## src/rtl/regfile_writeback_if.sv

```systemverilog
// Bundle of the writeback controller's issue, ALU, load, decode-query and register-file signals.
interface regfile_writeback_if #(
   parameter int unsigned DATA_W = 64
);
   logic              issue_valid;
   logic [4:0]        issue_rd;
   logic              alu_valid;
   logic [4:0]        alu_rd;
   logic [DATA_W-1:0] alu_data;
   logic              mem_valid;
   logic [4:0]        mem_rd;
   logic [DATA_W-1:0] mem_data;
   logic              mem_ready;
   logic [4:0]        RS1;
   logic [4:0]        RS2;
   logic              hazard_rs1;
   logic              hazard_rs2;
   logic [31:0]       busy_mask;
   logic [4:0]        RD;
   logic [DATA_W-1:0] WriteData;
   logic              RegWrite;
   logic              sb_conflict;

   // Pipeline side: drives issue/results/queries, observes write port and scoreboard.
   modport master (
      output issue_valid, issue_rd, alu_valid, alu_rd, alu_data,
      output mem_valid, mem_rd, mem_data, RS1, RS2,
      input  mem_ready, hazard_rs1, hazard_rs2, busy_mask,
      input  RD, WriteData, RegWrite, sb_conflict
   );

   // Controller side.
   modport slave (
      input  issue_valid, issue_rd, alu_valid, alu_rd, alu_data,
      input  mem_valid, mem_rd, mem_data, RS1, RS2,
      output mem_ready, hazard_rs1, hazard_rs2, busy_mask,
      output RD, WriteData, RegWrite, sb_conflict
   );
endinterface

```

## src/rtl/regfile_writeback_ctrl.sv

```systemverilog
// Register-file write-side controller: merges single-cycle ALU results and queued load results
// into one registered write port, and keeps a pending-destination scoreboard for RAW stalls.
module regfile_writeback_ctrl #(
   parameter int unsigned DATA_W   = 64,
   parameter int unsigned LQ_DEPTH = 4
) (
   input logic                clk,
   input logic                reset,
   regfile_writeback_if.slave bus
);
   localparam int unsigned PTR_W = (LQ_DEPTH > 1) ? $clog2(LQ_DEPTH) : 1;
   localparam int unsigned CNT_W = PTR_W + 1;
   localparam logic [CNT_W-1:0] LQ_FULL = CNT_W'(LQ_DEPTH);

   logic [4:0]        lq_rd_q   [LQ_DEPTH];
   logic [DATA_W-1:0] lq_data_q [LQ_DEPTH];
   logic [PTR_W-1:0]  wr_ptr_q, wr_ptr_d;
   logic [PTR_W-1:0]  rd_ptr_q, rd_ptr_d;
   logic [CNT_W-1:0]  count_q, count_d;
   logic [31:0]       busy_q, busy_d;
   logic [4:0]        rd_q, rd_d;
   logic [DATA_W-1:0] wdata_q, wdata_d;
   logic              regwrite_q, regwrite_d;
   logic              conflict_q, conflict_d;

   logic              mem_ready;
   logic              push, pop, sel_valid, wr_en, issue_set, clear_hit;
   logic [4:0]        sel_rd;
   logic [DATA_W-1:0] sel_data;

   // Write-source selection: ALU always wins, otherwise drain the load queue head.
   always_comb begin
      mem_ready = (count_q != LQ_FULL) && !reset;
      push      = bus.mem_valid && mem_ready;
      pop       = !bus.alu_valid && (count_q != '0);
      sel_valid = bus.alu_valid || pop;
      sel_rd    = bus.alu_valid ? bus.alu_rd : lq_rd_q[rd_ptr_q];
      sel_data  = bus.alu_valid ? bus.alu_data : lq_data_q[rd_ptr_q];
      // x0 entries are consumed but never written
      wr_en     = sel_valid && (sel_rd != 5'd0);
      issue_set = bus.issue_valid && (bus.issue_rd != 5'd0);
      clear_hit = wr_en && (sel_rd == bus.issue_rd);
   end

   // Next-state for queue pointers, write port and scoreboard.
   always_comb begin
      wr_ptr_d = push ? wr_ptr_q + PTR_W'(1) : wr_ptr_q;
      rd_ptr_d = pop  ? rd_ptr_q + PTR_W'(1) : rd_ptr_q;
      count_d  = count_q;
      if (push && !pop) begin
         count_d = count_q + CNT_W'(1);
      end else if (pop && !push) begin
         count_d = count_q - CNT_W'(1);
      end
      rd_d       = sel_valid ? sel_rd : rd_q;
      wdata_d    = sel_valid ? sel_data : wdata_q;
      regwrite_d = wr_en;
      // Clear first so a same-cycle re-issue to the written register leaves it busy
      busy_d = busy_q;
      if (wr_en) begin
         busy_d[sel_rd] = 1'b0;
      end
      if (issue_set) begin
         busy_d[bus.issue_rd] = 1'b1;
      end
      busy_d[0]  = 1'b0;
      conflict_d = conflict_q || (issue_set && busy_q[bus.issue_rd] && !clear_hit);
   end

   // Control and write-port state with synchronous reset.
   always_ff @(posedge clk) begin
      if (reset) begin
         wr_ptr_q   <= '0;
         rd_ptr_q   <= '0;
         count_q    <= '0;
         busy_q     <= '0;
         rd_q       <= '0;
         wdata_q    <= '0;
         regwrite_q <= 1'b0;
         conflict_q <= 1'b0;
      end else begin
         wr_ptr_q   <= wr_ptr_d;
         rd_ptr_q   <= rd_ptr_d;
         count_q    <= count_d;
         busy_q     <= busy_d;
         rd_q       <= rd_d;
         wdata_q    <= wdata_d;
         regwrite_q <= regwrite_d;
         conflict_q <= conflict_d;
      end
   end

   // Queue storage; validity is tracked by the pointers so no reset is needed.
   always_ff @(posedge clk) begin
      if (push) begin
         lq_rd_q[wr_ptr_q]   <= bus.mem_rd;
         lq_data_q[wr_ptr_q] <= bus.mem_data;
      end
   end

   assign bus.mem_ready   = mem_ready;
   assign bus.hazard_rs1  = (bus.RS1 != 5'd0) && busy_q[bus.RS1];
   assign bus.hazard_rs2  = (bus.RS2 != 5'd0) && busy_q[bus.RS2];
   assign bus.busy_mask   = busy_q;
   assign bus.RD          = rd_q;
   assign bus.WriteData   = wdata_q;
   assign bus.RegWrite    = regwrite_q;
   assign bus.sb_conflict = conflict_q;
endmodule
```

## src/flat_wrapper.sv

```systemverilog
// flat-port wrapper written by rule: the top's interface ports become plain ports
module regfile_writeback_ctrl_flat 
#(
   parameter int unsigned DATA_W   = 64,
   parameter int unsigned LQ_DEPTH = 4
)
  (clk, reset, bus_issue_valid, bus_issue_rd, bus_alu_valid, bus_alu_rd, bus_alu_data, bus_mem_valid, bus_mem_rd, bus_mem_data, bus_RS1, bus_RS2, bus_mem_ready, bus_hazard_rs1, bus_hazard_rs2, bus_busy_mask, bus_RD, bus_WriteData, bus_RegWrite, bus_sb_conflict);
  regfile_writeback_if #(.DATA_W(DATA_W)) bus_i ();
  input logic clk;
  input logic reset;
  input wire logic [$bits(bus_i.issue_valid)-1:0] bus_issue_valid;
  input wire logic [$bits(bus_i.issue_rd)-1:0] bus_issue_rd;
  input wire logic [$bits(bus_i.alu_valid)-1:0] bus_alu_valid;
  input wire logic [$bits(bus_i.alu_rd)-1:0] bus_alu_rd;
  input wire logic [$bits(bus_i.alu_data)-1:0] bus_alu_data;
  input wire logic [$bits(bus_i.mem_valid)-1:0] bus_mem_valid;
  input wire logic [$bits(bus_i.mem_rd)-1:0] bus_mem_rd;
  input wire logic [$bits(bus_i.mem_data)-1:0] bus_mem_data;
  input wire logic [$bits(bus_i.RS1)-1:0] bus_RS1;
  input wire logic [$bits(bus_i.RS2)-1:0] bus_RS2;
  output wire logic [$bits(bus_i.mem_ready)-1:0] bus_mem_ready;
  output wire logic [$bits(bus_i.hazard_rs1)-1:0] bus_hazard_rs1;
  output wire logic [$bits(bus_i.hazard_rs2)-1:0] bus_hazard_rs2;
  output wire logic [$bits(bus_i.busy_mask)-1:0] bus_busy_mask;
  output wire logic [$bits(bus_i.RD)-1:0] bus_RD;
  output wire logic [$bits(bus_i.WriteData)-1:0] bus_WriteData;
  output wire logic [$bits(bus_i.RegWrite)-1:0] bus_RegWrite;
  output wire logic [$bits(bus_i.sb_conflict)-1:0] bus_sb_conflict;
  assign bus_i.issue_valid = bus_issue_valid;
  assign bus_i.issue_rd = bus_issue_rd;
  assign bus_i.alu_valid = bus_alu_valid;
  assign bus_i.alu_rd = bus_alu_rd;
  assign bus_i.alu_data = bus_alu_data;
  assign bus_i.mem_valid = bus_mem_valid;
  assign bus_i.mem_rd = bus_mem_rd;
  assign bus_i.mem_data = bus_mem_data;
  assign bus_i.RS1 = bus_RS1;
  assign bus_i.RS2 = bus_RS2;
  assign bus_mem_ready = bus_i.mem_ready;
  assign bus_hazard_rs1 = bus_i.hazard_rs1;
  assign bus_hazard_rs2 = bus_i.hazard_rs2;
  assign bus_busy_mask = bus_i.busy_mask;
  assign bus_RD = bus_i.RD;
  assign bus_WriteData = bus_i.WriteData;
  assign bus_RegWrite = bus_i.RegWrite;
  assign bus_sb_conflict = bus_i.sb_conflict;
  regfile_writeback_ctrl #(.DATA_W(DATA_W), .LQ_DEPTH(LQ_DEPTH)) u_core (.clk(clk), .reset(reset), .bus(bus_i));
endmodule
```

## config.mk

```make
export PLATFORM = sky130hd
export DESIGN_NAME = regfile_writeback_ctrl_flat
export DESIGN_NICKNAME = d
export VERILOG_FILES = /design/src/rtl/regfile_writeback_if.sv /design/src/rtl/regfile_writeback_ctrl.sv /design/src/flat_wrapper.sv
export SDC_FILE = /design/constraint.sdc
export NUM_CORES = 1
export LEC_CHECK = 0
export ABC_AREA = 1
export CAP_MARGIN = 30
export CORE_MARGIN = 4
export CORE_UTILIZATION = 25
export DETAILED_ROUTE_END_ITERATION = 8
export PLACE_DENSITY = 0.47
export RECOVER_POWER = 100
export SYNTH_ARGS = -nofsm -noshare
export SYNTH_HDL_FRONTEND = slang
export SYNTH_SLANG_ARGS = --single-unit
```

## constraint.sdc

```tcl
create_clock -name clk -period 13.04 [get_ports clk]
set_clock_uncertainty 0.2 [all_clocks]
set_input_delay 2.608 -clock clk [delete_from_list [all_inputs] [get_ports clk]]
set_output_delay 2.608 -clock clk [all_outputs]
set_load 0.02 [all_outputs]
```

Word-level counts from Yosys, hierarchy flattened
Memory sizes are Yosys's and may differ from the RTL's. A register that Yosys moved wholly into a read port is not among the register bits.
Cells that the tools add are included.
Word-level totals
  register bits after elaboration: 110
  memory bits (writable): 276
  input port bits: 158
  output and inout bits: 106
  logic and storage cells: 75
  memories kept: 2
Operators by class
  add/subtract/negate cells: 4
  magnitude comparators: 6
  eq/ne operators: 2
  multiplexer cells: 22
  bitwise logic cells: 3
  reduce and logical (&&, ||, !) cells: 27
Memories
  u_core.lq_data_q: words 4, width 64, rd ports 1, clocked after memory_dff 1, write ports 1, line regfile_writeback_ctrl.sv:16  | logic [DATA_W-1:0] lq_data_q [LQ_DEPTH];
  u_core.lq_rd_q: words 4, width 5, rd ports 1, clocked after memory_dff 1, write ports 1, line regfile_writeback_ctrl.sv:15  | logic [4:0] lq_rd_q [LQ_DEPTH];
Operators with widths (number)
  32-bit 2-to-1 mux: 2
  64-bit 2-to-1 mux: 1
  32-bit AND: 1
  32-bit NOT: 1
  32-bit OR: 1
  5-bit by 6-bit less-than comparator with 1-bit output (second input constant): 4
  5-bit nonzero test: 4
  1-bit binary-select mux with 5-bit select: 3
  1-bit logical AND: 14
  1-bit demux with 5-bit select: 2
  5-bit by 1-bit greater-or-equal comparator with 1-bit output (second input constant): 2
  2-bit 2-to-1 mux: 4
  1-bit 2-to-1 mux: 7
  3-bit 2-to-1 mux: 2
  5-bit == test: 1
  1-bit zero test: 5
  5-bit 2-to-1 mux: 1
  2-bit by 1-bit adder with 2-bit output (second input constant): 2
  3-bit by 1-bit adder with 3-bit output (second input constant): 1
  3-bit != test (second input constant): 1
  3-bit nonzero test: 1
  3-bit by 1-bit subtractor with 3-bit output (second input constant): 1
  1-bit logical OR: 2
  2-bit nonzero test: 1

Logic depth before layout (Yosys ltp)
  depth after elaboration: 10
  mapped depth: 14
  depth with buffers taken out: 13

Worst setup path after synthesis
OpenSTA, ideal clock, no wires.
  kind: input port to flip-flop
  start: input port reset
  end: memory u_core.lq_data_q[0][0] (enable)
  setup time: 497 ps
  arrival: 6376 ps
  required time: 12343 ps
  setup slack: 5967 ps
  cell stages on the path: 4
  path buffers: 1
  cells stage by stage: clkbuf_1 > a21oi_1 > nand2_1 > nor2_1
Between the ends
  longest elaborated chain between the ends: 5
Ends and longest elaborated chain
  start, declared: line flat_wrapper.sv:10  | input logic reset;
  1-bit zero test: line regfile_writeback_ctrl.sv:33  | mem_ready = (count_q != LQ_FULL) && !reset;
  1-bit logical AND: line regfile_writeback_ctrl.sv:33
  net bus_mem_ready: line flat_wrapper.sv:21  | output wire logic [$bits(bus_i.mem_ready)-1:0] bus_mem_ready;
  1-bit logical AND: line regfile_writeback_ctrl.sv:34  | push = bus.mem_valid && mem_ready;
  1-bit 2-to-1 mux: line regfile_writeback_ctrl.sv:95  | if (push) begin
  1-bit 2-to-1 mux (implied by the code): line regfile_writeback_ctrl.sv:97  | lq_data_q[wr_ptr_q] <= bus.mem_data;
  end, declared: line regfile_writeback_ctrl.sv:16
The timed path passes the listed nets, and every way through them passes these cells.

Worst setup path after layout
  start: input port reset
  end: memory u_core.lq_data_q[1][24] (enable)
Between the ends
  longest elaborated chain between the ends: 5
Ends and longest elaborated chain (line)
  1-bit zero test: regfile_writeback_ctrl.sv:33
  1-bit logical AND: regfile_writeback_ctrl.sv:33
  1-bit logical AND: regfile_writeback_ctrl.sv:34
  1-bit 2-to-1 mux: regfile_writeback_ctrl.sv:95
  1-bit 2-to-1 mux (implied by the code): regfile_writeback_ctrl.sv:97
No other way between the ends.

==> impl_summary.txt <==
----------------------------------------------------
[CTS]
  TritonCTS buffer count ... 46
  Root cell of the clock tree ... sky130_fd_sc_hd__clkbuf_16
  CTS H-Tree Depth ... 2
  Post-CTS Resized ... 0
  Number of buffers on the longest clock path ... 3
  Number of setup buffers added after CTS ... 0
  Clock latency on the worst-skew pair ... 0.56 ns
  Number of hold buffers added after cts ... 0
  Worst-path clk slew ... 0.06 ns
  TritonCTS clock tree ... done
  Clock tree sinks ... 387

[Global routing]
  Number of global-route vias before repair ... 12000
  Largest net degree at the start of global routing ... 86
  Number of antenna violations at the first check in global routing ... 16
  Total routing usage reported by global routing ... 14.2%
  Sum of overflow across all layers after global routing ... 0
  First-pass GRT wire length ... 74000 um

[STA]
  Max-slew violations ... 401
  Period utilization ... 68.9%
  Final total negative setup slack ... 0 ns
  Top achievable clock speed ... 0.111 GHz
  Count of final setup violators ... 0
  Setup repair after global routing missed its margin ... no
  Normalized max-slew margin ... -130%
  Worst Max-Slew Pin Slew ... 3.45 ns
  Fin. Hold Viols ... 0
  Shortest clock period the worst path allows after layout ... 8.99 ns

[Routing]
  Initial DRC Count ... 647
  Detailed-route via count ... 12100
  Aggregate routed wire length ... 50000 um
  Post-DR vias/cell ... 4.61
  DRC violation count after routing ... 0
  Average detailed-routed wire length per instance ... 19.0 um
  Drt first pass iters ... 5
  Remaining number of nets flagged by the antenna check after routing ... 0

[Setup path]
  Crit path top cell by count ... sky130_fd_sc_hd__clkbuf_1
  Delay of the slowest cell on the worst path ... 2.44 ns
  Critical Path Slowest Stage Cell ... sky130_fd_sc_hd__clkbuf_1
  Family of cells with the greatest summed delay on the critical path ... buffers and inverters
  Chain of cells forming the critical path ... dlygate4sd3_1, clkbuf_1, a21oi_1, nand2_1, nor2_1, clkbuf_1
  Maximum fanout count along the critical path ... 45
  Worst path required time ... 12.93 ns
  Number of buffer and inverter stages on the critical path ... 3
  Setup CP Type ... input pin to flop
  Critical path startpoint category ... input pin
  Crit path capture type ... flop
  Arrival time worst endpoint ... 8.88 ns
  Worst Reg2Reg Path Length in Cells ... 5
  Crit. path cell count ... 6

[Status]
  Violated checks ... capacitance limit, slew limit
  Run status ... finished with violations

[Logic synthesis]
  Netlist cell types ... 35
  Synthesized netlist net count ... 1672
  Flip-flop and latch count after synthesis ... 387
  Sequential element share of the synthesized area ... 66.6%
  Yosys warnings ... 0
  Cell Area, Synth ... 15800 um2
  Avg Synthesized Cell Area ... 10.5 um2
  Post-Synthesis Cells ... 1508

[Cells and area]
  Count of fill cells added during filler insertion ... 6403
  Signed area change from the synthesized netlist to the final layout ... 30.8%
  Fraction of layout instances using a drive strength above 1 ... 5.61%
  Nets ... 1908
  Non-Filler Instances ... 2627
  Final design utilization ... 33.2%

[Power]
  Portion of total power attributed to combinational logic ... 22.5%
  Switching power share of the total ... 30.8%
  Internal power consumption ... 0.00244 W
  Clock network power share ... 35.2%
  PwrDens ... 171 nW/um2
  Sequential cell fraction of total power ... 42.4%
  Pleak ... 7.27 nW
  P_sw ... 0.00109 W
  Maximum resistive drop on vdd ... 0.107 mV

[Floorplanning]
  Number of core rows ... 91
  Floorplan die width ... 259 um
  Full die area ... 67300 um2
  Core area ... 62200 um2
  Initial cell density of the core ... 25.4%
  Floorplan die height ... 259 um
  Number of placed I/O pins ... 264

[Min path]
  Min-Delay Path Class ... flop to flop
  Hold-critical path depth ... 2

[Placed design]
  Dpl hpwl ... 30900 um
  Count of input and output buffers ... 262
  Cell total after placement ... 2531
  Placer congestion estimate ... 0.833

[Flow run]
  Max capacitance violation total ... 11

----------------------------------------------------
power by group through the flow:
| stage | clock, W | combinational, W | sequential, W |
|---|---|---|---|
| 3_3_place_gp | 0 | 0.000804 | 0.00154 |
| 4_1_cts | 0.00128 | 0.000818 | 0.00151 |
| 2_1_floorplan | 0 | 0.000413 | 0.00158 |
| 5_1_grt | 0.00133 | 0.000880 | 0.00151 |
| 6_report | 0.00124 | 0.000793 | 0.00149 |
| 3_5_place_dp | 0 | 0.000815 | 0.00154 |
through the flow:
| stage | cell area, um2 | setup slack, ns | hold slack (ns) | total power (W) |
|---|---|---|---|---|
| after floorplan | 15800 | 5.97 | 0.236 | 0.00199 |
| after global placement | 19200 | 5.17 | 0.250 | 0.00234 |
| after detailed placement | 19200 | 5.12 | 0.254 | 0.00235 |
| after CTS | 20700 | 5.12 | 0.262 | 0.00361 |
| after global routing | 20600 | 3.34 | 0.292 | 0.00372 |
| final | 20700 | 4.05 | 0.263 | 0.00353 |
worst paths after layout:
path,endpoint,startpoint,slack [ns]
hold / removal,flop,u_core.rd_ptr_q[1],0.26
setup reg to reg,u_core.lq_data_q[1][24],u_core.count_q[0],6.95
hold reg to reg,flop,u_core.rd_ptr_q[1],0.26
setup / recovery,u_core.lq_data_q[1][24],reset,4.05
cell type report:
class | instances | area, um2 | area share (%)
diodes | 9 | 22.5 | 0.109
clock buffers | 66 | 1260 | 6.11
clock inverters | 19 | 191 | 0.927
repair buffers | 278 | 2730 | 13.2
multi-input cells | 954 | 4590 | 22.2
flip-flops and latches | 387 | 10500 | 50.9
well taps | 837 | 1050 | 5.07
inverters | 77 | 295 | 1.43
registers in the layout, indices dropped and copies added (netlist names), named ones only:
name	flops
u_core.lq_rd_q	20
u_core.bus.sb_conflict	1
u_core.bus.busy_mask	31
u_core.rd_ptr_q	2
u_core.bus.RegWrite	1
u_core.wr_ptr_q	2
u_core.bus.RD	5
u_core.bus.WriteData	64
u_core.count_q	3
u_core.lq_data_q	256
cells in the mapped netlist:
| cell type | instances | share of area [%] |
|---|---|---|
| sky130_fd_sc_hd__conb_1 | 1 | 0.024 |
| sky130_fd_sc_hd__clkbuf_1 | 60 | 1.4 |
| sky130_fd_sc_hd__ha_1 | 5 | 0.40 |
| sky130_fd_sc_hd__mux2i_1 | 1 | 0.063 |
| sky130_fd_sc_hd__a21oi_2 | 2 | 0.11 |
| sky130_fd_sc_hd__nand4_1 | 1 | 0.040 |
| sky130_fd_sc_hd__nor3_2 | 1 | 0.063 |
| sky130_fd_sc_hd__buf_6 | 1 | 0.071 |
| sky130_fd_sc_hd__o21ai_1 | 45 | 1.4 |
| sky130_fd_sc_hd__fa_1 | 1 | 0.13 |
| sky130_fd_sc_hd__buf_4 | 4 | 0.19 |
| sky130_fd_sc_hd__nor2_1 | 151 | 3.6 |
| sky130_fd_sc_hd__nand2_1 | 240 | 5.7 |
| sky130_fd_sc_hd__o21ai_0 | 231 | 7.3 |
| sky130_fd_sc_hd__nor4_1 | 1 | 0.040 |
| sky130_fd_sc_hd__o2111ai_1 | 1 | 0.055 |
| sky130_fd_sc_hd__nand3_1 | 31 | 0.98 |
| sky130_fd_sc_hd__o22ai_1 | 69 | 2.7 |
| sky130_fd_sc_hd__nor3_1 | 9 | 0.29 |
| sky130_fd_sc_hd__edfxtp_1 | 276 | 52 |
| sky130_fd_sc_hd__o211ai_1 | 11 | 0.52 |
| sky130_fd_sc_hd__nor2_2 | 5 | 0.20 |
| sky130_fd_sc_hd__buf_1 | 5 | 0.12 |
| sky130_fd_sc_hd__a311oi_1 | 2 | 0.11 |
| sky130_fd_sc_hd__nand3_2 | 3 | 0.19 |
| sky130_fd_sc_hd__buf_2 | 20 | 0.63 |
| sky130_fd_sc_hd__o221ai_1 | 1 | 0.055 |
| sky130_fd_sc_hd__nand2_2 | 7 | 0.28 |
| sky130_fd_sc_hd__a22oi_1 | 1 | 0.048 |
| sky130_fd_sc_hd__inv_1 | 70 | 1.7 |
| sky130_fd_sc_hd__inv_2 | 7 | 0.17 |
| sky130_fd_sc_hd__a31oi_1 | 66 | 2.6 |
| sky130_fd_sc_hd__dfxtp_1 | 111 | 14 |
| sky130_fd_sc_hd__or2_2 | 6 | 0.24 |
| sky130_fd_sc_hd__a21oi_1 | 62 | 2.0 |
per-layer routing:
metal | track usage [%] | part of all wire (%) | up-vias
met5 | 0 | 0.17 | -
met4 | 3.58 | 2.0 | 14
met3 | 4.13 | 7.0 | 80
met2 | 23.3 | 46 | 347
met1 | 18.7 | 45 | 5787
li1 | - | - | 5894
cells in the final DEF (no fill, tap or decap), types with 9 or more instances in the layout:
cell type and n:
sky130_fd_sc_hd__dlygate4sd3_1 175, sky130_fd_sc_hd__dfxtp_1 109, sky130_fd_sc_hd__clkbuf_1 26, sky130_fd_sc_hd__nor2_1 151, sky130_fd_sc_hd__clkdlybuf4s50_1 86, sky130_fd_sc_hd__a21oi_1 62
sky130_fd_sc_hd__nand2_1 246, sky130_fd_sc_hd__edfxtp_1 276, sky130_fd_sc_hd__o21ai_1 42, sky130_fd_sc_hd__o22ai_1 69, sky130_fd_sc_hd__nor3_1 9, sky130_fd_sc_hd__clkbuf_16 47
sky130_fd_sc_hd__o211ai_1 11, sky130_fd_sc_hd__o21ai_0 234, sky130_fd_sc_hd__a31oi_1 66, sky130_fd_sc_hd__inv_1 70, sky130_fd_sc_hd__nand3_1 32, sky130_fd_sc_hd__diode_2 9
worst register-to-register path, delay by kind of cell (launching register included):
kind                   cells  cell delay [ns]
AOI/OAI and AO/OA          1             0.17
buffers and inverters      1             2.45
DFF                        1             0.39
and+or+nand+nor            3             2.36
kinds of logic after synthesis:
logic type / share of synthesized area, %
DFF: 66.6
other: 0.0237
muxes: 0.0634
and+or+nand+nor: 11.6
AOI/OAI and AO/OA: 17.0
buffers and inverters: 4.27
adders and majority gates: 0.523
No activity file was read; power rests on OpenSTA's default activity.
